$ cat src/rtl/io_port_ctrl.sv
// I/O-side companion of the 8-bit pipelined CPU: RX FIFO feeding input_port,
// TX FIFO draining OUT bytes, and the interrupt request handshake FSM.
module io_port_ctrl #(
   parameter int DEPTH = 4,
   parameter int PTR_W = 2
) (
   input  logic             clk,
   input  logic             reset,
   input  logic             intr_en,
   output logic [7:0]       cpu_input_port,
   input  logic             cpu_in_ack,
   input  logic [7:0]       cpu_out_data,
   input  logic             cpu_out_we,
   output logic             cpu_interrupt,
   input  logic             cpu_intr_ack,
   input  logic             cpu_intr_ret,
   input  logic [7:0]       rx_data,
   input  logic             rx_valid,
   output logic             rx_ready,
   output logic [7:0]       tx_data,
   output logic             tx_valid,
   input  logic             tx_ready,
   output logic [PTR_W:0]   rx_count,
   output logic             out_overflow,
   output logic             in_underflow
);

   typedef enum logic [1:0] {
      IDLE    = 2'd0,
      REQ     = 2'd1,
      SERVICE = 2'd2
   } state_t;

   localparam logic [PTR_W:0] FULL_CNT = (PTR_W+1)'(DEPTH);

   logic [7:0]     rx_mem_q [DEPTH];
   logic [7:0]     tx_mem_q [DEPTH];
   logic [PTR_W-1:0] rx_wr_q, rx_wr_d, rx_rd_q, rx_rd_d;
   logic [PTR_W-1:0] tx_wr_q, tx_wr_d, tx_rd_q, tx_rd_d;
   logic [PTR_W:0] rx_cnt_q, rx_cnt_d, tx_cnt_q, tx_cnt_d;
   logic           ovf_q, ovf_d, unf_q, unf_d;
   state_t         state_q, state_d;

   logic rx_full, rx_empty, tx_full, tx_empty;
   logic rx_push, rx_pop, tx_push, tx_pop;

   assign rx_full  = (rx_cnt_q == FULL_CNT);
   assign rx_empty = (rx_cnt_q == '0);
   assign tx_full  = (tx_cnt_q == FULL_CNT);
   assign tx_empty = (tx_cnt_q == '0);

   assign rx_push = rx_valid && !rx_full;
   assign rx_pop  = cpu_in_ack && !rx_empty;
   // Full is judged on registered state, so a same-cycle pop never rescues an OUT byte.
   assign tx_push = cpu_out_we && !tx_full;
   assign tx_pop  = tx_ready && !tx_empty;

   assign rx_ready       = !rx_full;
   assign tx_valid       = !tx_empty;
   assign cpu_input_port = rx_empty ? '0 : rx_mem_q[rx_rd_q];
   assign tx_data        = tx_empty ? '0 : tx_mem_q[tx_rd_q];
   assign rx_count       = rx_cnt_q;
   assign out_overflow   = ovf_q;
   assign in_underflow   = unf_q;

   always_comb begin
      rx_wr_d  = rx_wr_q;
      rx_rd_d  = rx_rd_q;
      rx_cnt_d = rx_cnt_q;
      tx_wr_d  = tx_wr_q;
      tx_rd_d  = tx_rd_q;
      tx_cnt_d = tx_cnt_q;
      ovf_d    = ovf_q || (cpu_out_we && tx_full);
      unf_d    = unf_q || (cpu_in_ack && rx_empty);

      if (rx_push) rx_wr_d = rx_wr_q + 1'b1;
      if (rx_pop)  rx_rd_d = rx_rd_q + 1'b1;
      case ({rx_push, rx_pop})
         2'b10:   rx_cnt_d = rx_cnt_q + 1'b1;
         2'b01:   rx_cnt_d = rx_cnt_q - 1'b1;
         default: rx_cnt_d = rx_cnt_q;
      endcase

      if (tx_push) tx_wr_d = tx_wr_q + 1'b1;
      if (tx_pop)  tx_rd_d = tx_rd_q + 1'b1;
      case ({tx_push, tx_pop})
         2'b10:   tx_cnt_d = tx_cnt_q + 1'b1;
         2'b01:   tx_cnt_d = tx_cnt_q - 1'b1;
         default: tx_cnt_d = tx_cnt_q;
      endcase
   end

   always_ff @(posedge clk) begin
      if (!reset) begin
         rx_wr_q  <= '0;
         rx_rd_q  <= '0;
         rx_cnt_q <= '0;
         tx_wr_q  <= '0;
         tx_rd_q  <= '0;
         tx_cnt_q <= '0;
         ovf_q    <= 1'b0;
         unf_q    <= 1'b0;
      end else begin
         rx_wr_q  <= rx_wr_d;
         rx_rd_q  <= rx_rd_d;
         rx_cnt_q <= rx_cnt_d;
         tx_wr_q  <= tx_wr_d;
         tx_rd_q  <= tx_rd_d;
         tx_cnt_q <= tx_cnt_d;
         ovf_q    <= ovf_d;
         unf_q    <= unf_d;
      end
   end

   // Storage needs no reset: reads are masked to zero while a FIFO is empty.
   always_ff @(posedge clk) begin
      if (reset && rx_push) rx_mem_q[rx_wr_q] <= rx_data;
      if (reset && tx_push) tx_mem_q[tx_wr_q] <= cpu_out_data;
   end

   always_ff @(posedge clk) begin
      if (!reset) state_q <= IDLE;
      else        state_q <= state_d;
   end

   always_comb begin
      state_d       = state_q;
      cpu_interrupt = 1'b0;
      case (state_q)
         IDLE: begin
            if (intr_en && !rx_empty) state_d = REQ;
         end
         REQ: begin
            cpu_interrupt = 1'b1;
            if (cpu_intr_ack)  state_d = SERVICE;
            else if (!intr_en) state_d = IDLE;
         end
         SERVICE: begin
            if (cpu_intr_ret) state_d = IDLE;
         end
         default: state_d = IDLE;
      endcase
   end

endmodule

$ cat config.mk
export PLATFORM = sky130hd
export DESIGN_NAME = io_port_ctrl
export DESIGN_NICKNAME = d
export VERILOG_FILES = /design/src/rtl/io_port_ctrl.sv
export SDC_FILE = /design/constraint.sdc
export NUM_CORES = 1
export LEC_CHECK = 0
export BUFFER_PORTS_ARGS = -buffer_cell sky130_fd_sc_hd__buf_2
export CAP_MARGIN = 20
export CORE_MARGIN = 8
export CORE_UTILIZATION = 60
export CTS_CLUSTER_SIZE = 24
export DETAILED_ROUTE_END_ITERATION = 6
export PLACE_DENSITY = 0.94
export SYNTH_ARGS = -nofsm -noshare
export SYNTH_HDL_FRONTEND = slang
export SYNTH_SLANG_ARGS = --single-unit
$ cat constraint.sdc
create_clock -name clk -period 3.7 [get_ports clk]
set_clock_uncertainty 0.05 [all_clocks]
set_input_delay 0.37 -clock clk [delete_from_list [all_inputs] [get_ports clk]]
set_output_delay 0.37 -clock clk [all_outputs]
set_load 0.02 [all_outputs]
==> run_results.csv, run 1 <==
group,metric,value,unit
setup_path,worstSetupPathDepth,3,
clocking,cts_tree,"done",
clocking,clk_pin_slew_worst_paths,0.09,ns
yosys,ys.flop_type,"edfxtp_1",
worst_hold_path,min_path_cells,1,
die,io_pins,49,
timing,fin_setup_tns,0,ns
power,power_density,718,nW/µm²
clocking,cts_resized,0,
setup_path,cp.arrival,1.98,ns
cells_and_area,utilization,0.700,
cells_and_area,antenna_cells,0,
setup_path,worstPathRequired,3.28,ns
worst_hold_path,hold_path.class,"input port to flip-flop",
setup_path,crit_buf_inv,1,
die,die-area,8650,µm²
clocking,cts_buffers,9,
route,totalWireLength,6450,µm
die,core_area,5820,µm²
route,post_drt_wl_per_cell,18.0,µm
yosys,syn_inst,227,
yosys,ys_ff_latch,86,
setup_path,crit_path_end,"tx_data[5]",
setup_path,setup.worst_path.start_class,"flip-flop",
timing,layout_setup_ws,1.30,ns
clocking,cts_buffer_depth,2,
clocking,holdBufCountCts,0,
job,drv_cap,0,
setup_path,crit_family,"flip-flops",
global_routing,track_usage,0.160,
clocking,insertion_delay,0.36,ns
place,placed_cell_area,3840,µm²
yosys,synthesis.nets,264,
yosys,synth_area_leaders,"edfxtp_1 (54%), dfxtp_1 (12%), mux4_2 (10%)",
route,drt_iter0_drc,156,
place,place_ws,1.37,ns
timing,rsz0062_at_grt,"false",
timing,hold_viol_final,0,
setup_path,worstPathMaxFanout,8,
yosys,synth.avg_cell_area,15.7,µm²
setup_path,crit_path_end_kind,"output port",
power,ir_drop,502,µV
yosys,ys_async_sr_fraction,0,
global_routing,overflow,0,
global_routing,antenna_found_initial,0,
place,gp_congestion,0.712,
yosys,synth.distinct_cells,34,
yosys,netlist_area,3560,µm²
setup_path,ff2ff_path_depth,8,
die,die_h,93.0,µm
setup_path,path_class,"flip-flop to output port",
global_routing,grt_pass1_wl,10400,µm
yosys,synth_edf_count,64,
timing,finalCritPeriodShare,0.650,
yosys,yosys_warnings,0,
place,numPortBuffers,48,
power,leakagePower,1.51,nW
clocking,cts_root_buffer,"clkbuf_8",
cells_and_area,layout.nets,315,
clocking,post_cts_buffers,0,
timing,slew_headroom,0.436,
cells_and_area,drive_gt1_frac,0.300,
clocking,cts_htree_levels,3,
setup_path,slowest_stage,"dfxtp_1",
global_routing,grt_pass1_vias,2124,
setup_path,reg2reg_from,"tx_cnt_q[2]",
yosys,synth_top_area_frac,0.540,
route,drc,0,
timing,worst_pin_slew,0.842,ns
cells_and_area,area_growth_syn_to_layout,14.5,%
setup_path,slowest_delay,0.67,ns
yosys,yosysMostFrequentCell,"edfxtp_1",
route,drtPass1Iterations,4,
yosys,synth_top_area_cell,"edfxtp_1",
setup_path,reg2reg_to,"tx_cnt_q[2]",
setup_path,rrSetupSlack,1.31,ns
route,vias,2007,
timing,period_needed,2.40,ns
die,num_rows,28,
setup_path,cp_cell_sequence,"mux4_2 > nor2b_1 > buf_2",
timing,maxSlewViolCount,0,
die,die_x,93.0,µm
timing,setup_violations,0,
die,start_util,0.612,
yosys,synth_common_cells,"edfxtp_1 (64), dfxtp_1 (22), nor2b_1 (21)",
place,dp_hpwl,4550,µm
cells_and_area,stdcell_area,4070,µm²
timing,fmax,416,MHz
route,postRouteAntennaNets,0,
clocking,cts_sinks,86,
outcome,outcome,"finished clean",
global_routing,grt_max_degree,33,
yosys,synth-seq-area-share,0.664,
route,drt-vias-per-instance,5.61,
==> registers in the layout (all words and copies together), names as in the netlist, named ones only <==
register and cells:
out_overflow 1, in_underflow 1, state_q 2, rx_count 3, rx_mem_q 32, tx_wr_q 2
tx_cnt_q 3, rx_rd_q 2, tx_rd_q 2, tx_mem_q 32, rx_wr_q 2
==> area by class of cell <==
cell class              count  area [µm²]
clock buffers               9         124
clock inverters             7         105
fillers                   396        1740
inverters                  13        48.8
multi-input cells         119        1090
flip-flops and latches     86        2360
well taps                  75        93.8
repair buffers             49         248
==> metal layers <==
layer | vias up | global-route usage | share of wire
li1 | 937 | - | -
met4 | 0 | 0.0805 | 0.020
met2 | 58 | 0.285 | 0.55
met5 | - | 0 | 0
met3 | 10 | 0.0481 | 0.046
met1 | 1002 | 0.168 | 0.39
==> how the worst min path moves through the flow <==
| stage | start | end | slack [ns] |
|---|---|---|---|
| 6_report | cpu_out_data[3] | tx_mem_q[2][3] | 0.18 |
| 2_1_floorplan | state_q[1] | state_q[0] | 0.39 |
| 3_3_place_gp | state_q[1] | state_q[0] | 0.40 |
| 4_1_cts | cpu_out_data[3] | tx_mem_q[0][3] | 0.16 |
| 3_5_place_dp | state_q[1] | state_q[0] | 0.42 |
| 5_1_grt | cpu_out_data[7] | tx_mem_q[2][7] | 0.16 |
==> power breakdown <==
group,internal (W),switching [W]
registers,0.00114,0.000125
clock network,0.000390,0.000343
logic,0.000388,0.000534
total,0.00192,0.00100
==> through the flow <==
step	cells	total power, W	hold slack [ns]
after floorplan	227	0.00195	0.386
final	358	0.00292	0.178
after global routing	358	0.00308	0.162
after global placement	342	0.00217	0.399
after CTS	358	0.00295	0.159
after detailed placement	342	0.00222	0.418
==> layout by cell type, fill, tap and decap left out, drive strengths merged <==
master	n
a31oi	1
buf	49
mux2i	4
or3	4
nor4	1
dfxtp	22
edfxtp	64
nand4bb	1
bufinv	2
ha	10
clkbuf	9
nor2	3
nor3	3
o21ai	10
clkinvlp	1
nand2	16
o21a	1
mux4	16
xor2	2
a21oi	1
nor2b	21
and2	4
nor3b	1
nand3	1
or4bb	1
fa	2
inv	16
and3	8
clkinv	1
a21boi	6
xnor2	2
==> cells by family (layout without fill, tap and decap cells) <==
| group | after synthesis | count (layout) | share of synthesized area |
|---|---|---|---|
| compound gates | 19 | 19 | 0.0341 |
| simple gates | 64 | 64 | 0.104 |
| flops | 86 | 86 | 0.664 |
| xor+xnor | 4 | 4 | 0.00985 |
| buf+inv | 22 | 78 | 0.0295 |
| fa+ha+maj | 12 | 12 | 0.0464 |
| mux | 20 | 20 | 0.113 |
Note: power is estimated with default switching activity, not from simulation.
==> run 2, diff against run 1 <==
--- a/config.mk
+++ b/config.mk
@@ -8,10 +8,10 @@
 export BUFFER_PORTS_ARGS = -buffer_cell sky130_fd_sc_hd__buf_2
 export CAP_MARGIN = 20
 export CORE_MARGIN = 8
-export CORE_UTILIZATION = 60
+export CORE_UTILIZATION = 51
 export CTS_CLUSTER_SIZE = 24
 export DETAILED_ROUTE_END_ITERATION = 6
-export PLACE_DENSITY = 0.94
+export PLACE_DENSITY = 0.86
 export SYNTH_ARGS = -nofsm -noshare
 export SYNTH_HDL_FRONTEND = slang
 export SYNTH_SLANG_ARGS = --single-unit
==> constraint.sdc (replaced) <==
create_clock -name clk -period 2.1 [get_ports clk]
set_clock_uncertainty 0.05 [all_clocks]
set_input_delay 0.21 -clock clk [delete_from_list [all_inputs] [get_ports clk]]
set_output_delay 0.21 -clock clk [all_outputs]
set_load 0.02 [all_outputs]
==> run 2 against run 1 <==
  * Cell count rose by 3.6%
  * Global-route usage fell by 2.6 points
  * Via count fell by 1.9%
  * Sequential share of layout area is 0.46 points lower
==> run_results.csv, run 2 (synthesized netlist as in run 1, its figures left out) <==
group,metric,value,unit
place,numPortBuffers,48,
timing,maxSlewViolCount,0,
clocking,cts_htree_levels,3,
route,drt_iter0_drc,71,
clocking,clk_pin_slew_worst_paths,0.09,ns
place,dp.cells,355,
global_routing,grt_pass1_wl,10200,µm
clocking,insertion_delay,0.35,ns
place,place_ws,0.0135,ns
place,gp_congestion,0.706,
setup_path,path_class,"flip-flop to flip-flop",
worst_hold_path,hold_path.class,"input port to flip-flop",
cells_and_area,antenna_cells,0,
setup_path,crit_path_end_kind,"flip-flop",
clocking,cts_tree,"done",
die,start_util,0.527,
clocking,cts_sinks,86,
outcome,outcome,"finished clean",
power,leakagePower,1.54,nW
cells_and_area,fin_cells,371,
die,num_rows,30,
timing,fmax,497,MHz
global_routing,overflow,0,
global_routing,antenna_found_initial,0,
timing,setup_violations,0,
cells_and_area,mostFrequentLayoutCells,"edfxtp_1 (64), buf_2 (48), nor2b_1 (19)",
cells_and_area,seq_area,2380,µm²
route,drtPass1Iterations,4,
timing,finalCritPeriodShare,0.959,
route,vias,1969,
setup_path,worstPathRequired,2.33,ns
cells_and_area,layout.nets,323,
timing,slew_headroom,0.680,
cells_and_area,area_growth_syn_to_layout,16.0,%
cells_and_area,layout_commonest_cell,"edfxtp_1",
route,drt-vias-per-instance,5.31,
global_routing,grt_pass1_vias,2099,
clocking,cts_buffers,9,
timing,hold_viol_final,0,
clocking,cts_buffer_depth,2,
global_routing,grt_max_degree,27,
setup_path,worstPathMaxFanout,5,
timing,layout_setup_ws,0.0870,ns
die,core_area,6760,µm²
clocking,post_cts_buffers,0,
setup_path,rrSetupSlack,0.09,ns
setup_path,setup.worst_path.start_class,"flip-flop",
place,placed_cell_area,3910,µm²
timing,worst_pin_slew,0.480,ns
setup_path,cp.arrival,2.24,ns
cells_and_area,multi_input_area,1110,µm²
power,power_density,1220,nW/µm²
route,drc,0,
die,io_pins,49,
power,ir_drop,695,µV
cells_and_area,stdcell_area,4130,µm²
die,die_x,99.5,µm
clocking,cts_root_buffer,"clkbuf_8",
die,die-area,9910,µm²
die,die_h,99.5,µm
place,dp_hpwl,4390,µm
timing,fin_setup_tns,0,ns
cells_and_area,drive_gt1_frac,0.354,
route,post_drt_wl_per_cell,16.9,µm
cells_and_area,fillers,521,
route,totalWireLength,6270,µm
global_routing,track_usage,0.134,
cells_and_area,biggestRegsByFlops,"rx_mem_q x32, tx_mem_q x32",
route,postRouteAntennaNets,0,
job,drv_cap,0,
timing,period_needed,2.01,ns
[run 2: area by class of cell]
| type | count | area share |
|---|---|---|
| clock buffer | 9 | 0.0300 |
| multi-input combinational | 119 | 0.270 |
| clock inverter | 7 | 0.0142 |
| timing repair buffer | 57 | 0.0745 |
| sequential | 86 | 0.575 |
| inverter | 13 | 0.0118 |
| tap | 80 | 0.0242 |
[run 2: through the flow]
step	util	total power (W)	hold slack, ns
after floorplan	-	0.00343	0.259
after global placement	0.579	0.00393	0.374
after detailed placement	0.579	0.00398	0.383
after CTS	0.606	0.00505	0.000591
after global routing	0.611	0.00536	0.00236
final	0.611	0.00504	0.0180
[run 2: worst max-delay path, stage by stage (launching register included)]
cell and delay, ns:
dfxtp_1 0.38, buf_4 0.15, a21boi_2 0.05, inv_1 0.05, ha_1 0.17, inv_1 0.06
fa_1 0.37, xor2_1 0.17, or3_1 0.31, a21boi_0 0.17
[run 2: timing repair]
action,CTS,global route
setup endpoints to repair,1,2
pin swaps,0,1
hold buffers,0,0
gates resized for setup,1,14
[run 2: path summary, 6_finish.rpt]
check,start,to,cells past startpoint
setup reg to reg,rx_count[2],rx_count[2],9
hold reg to reg,state_q[1],state_q[0],1
hold / removal,cpu_out_data[0],tx_mem_q[0][0],1
setup / recovery,rx_count[2],rx_count[2],9
[run 2: layer usage]
layer  wire (µm)  vias to the layer above  GRT usage
met5           0                        -          0
met4          89                        0     0.0594
met3         298                        9     0.0447
met2        3140                       40      0.220
met1        2750                      968      0.156
li1            -                      952          -
[run 2: where the power goes]
group          total (W)  internal, W  switching, W
sequential       0.00219      0.00203      0.000154
clock            0.00106     0.000445      0.000610
combinational    0.00180     0.000778       0.00102
total            0.00504      0.00326       0.00178
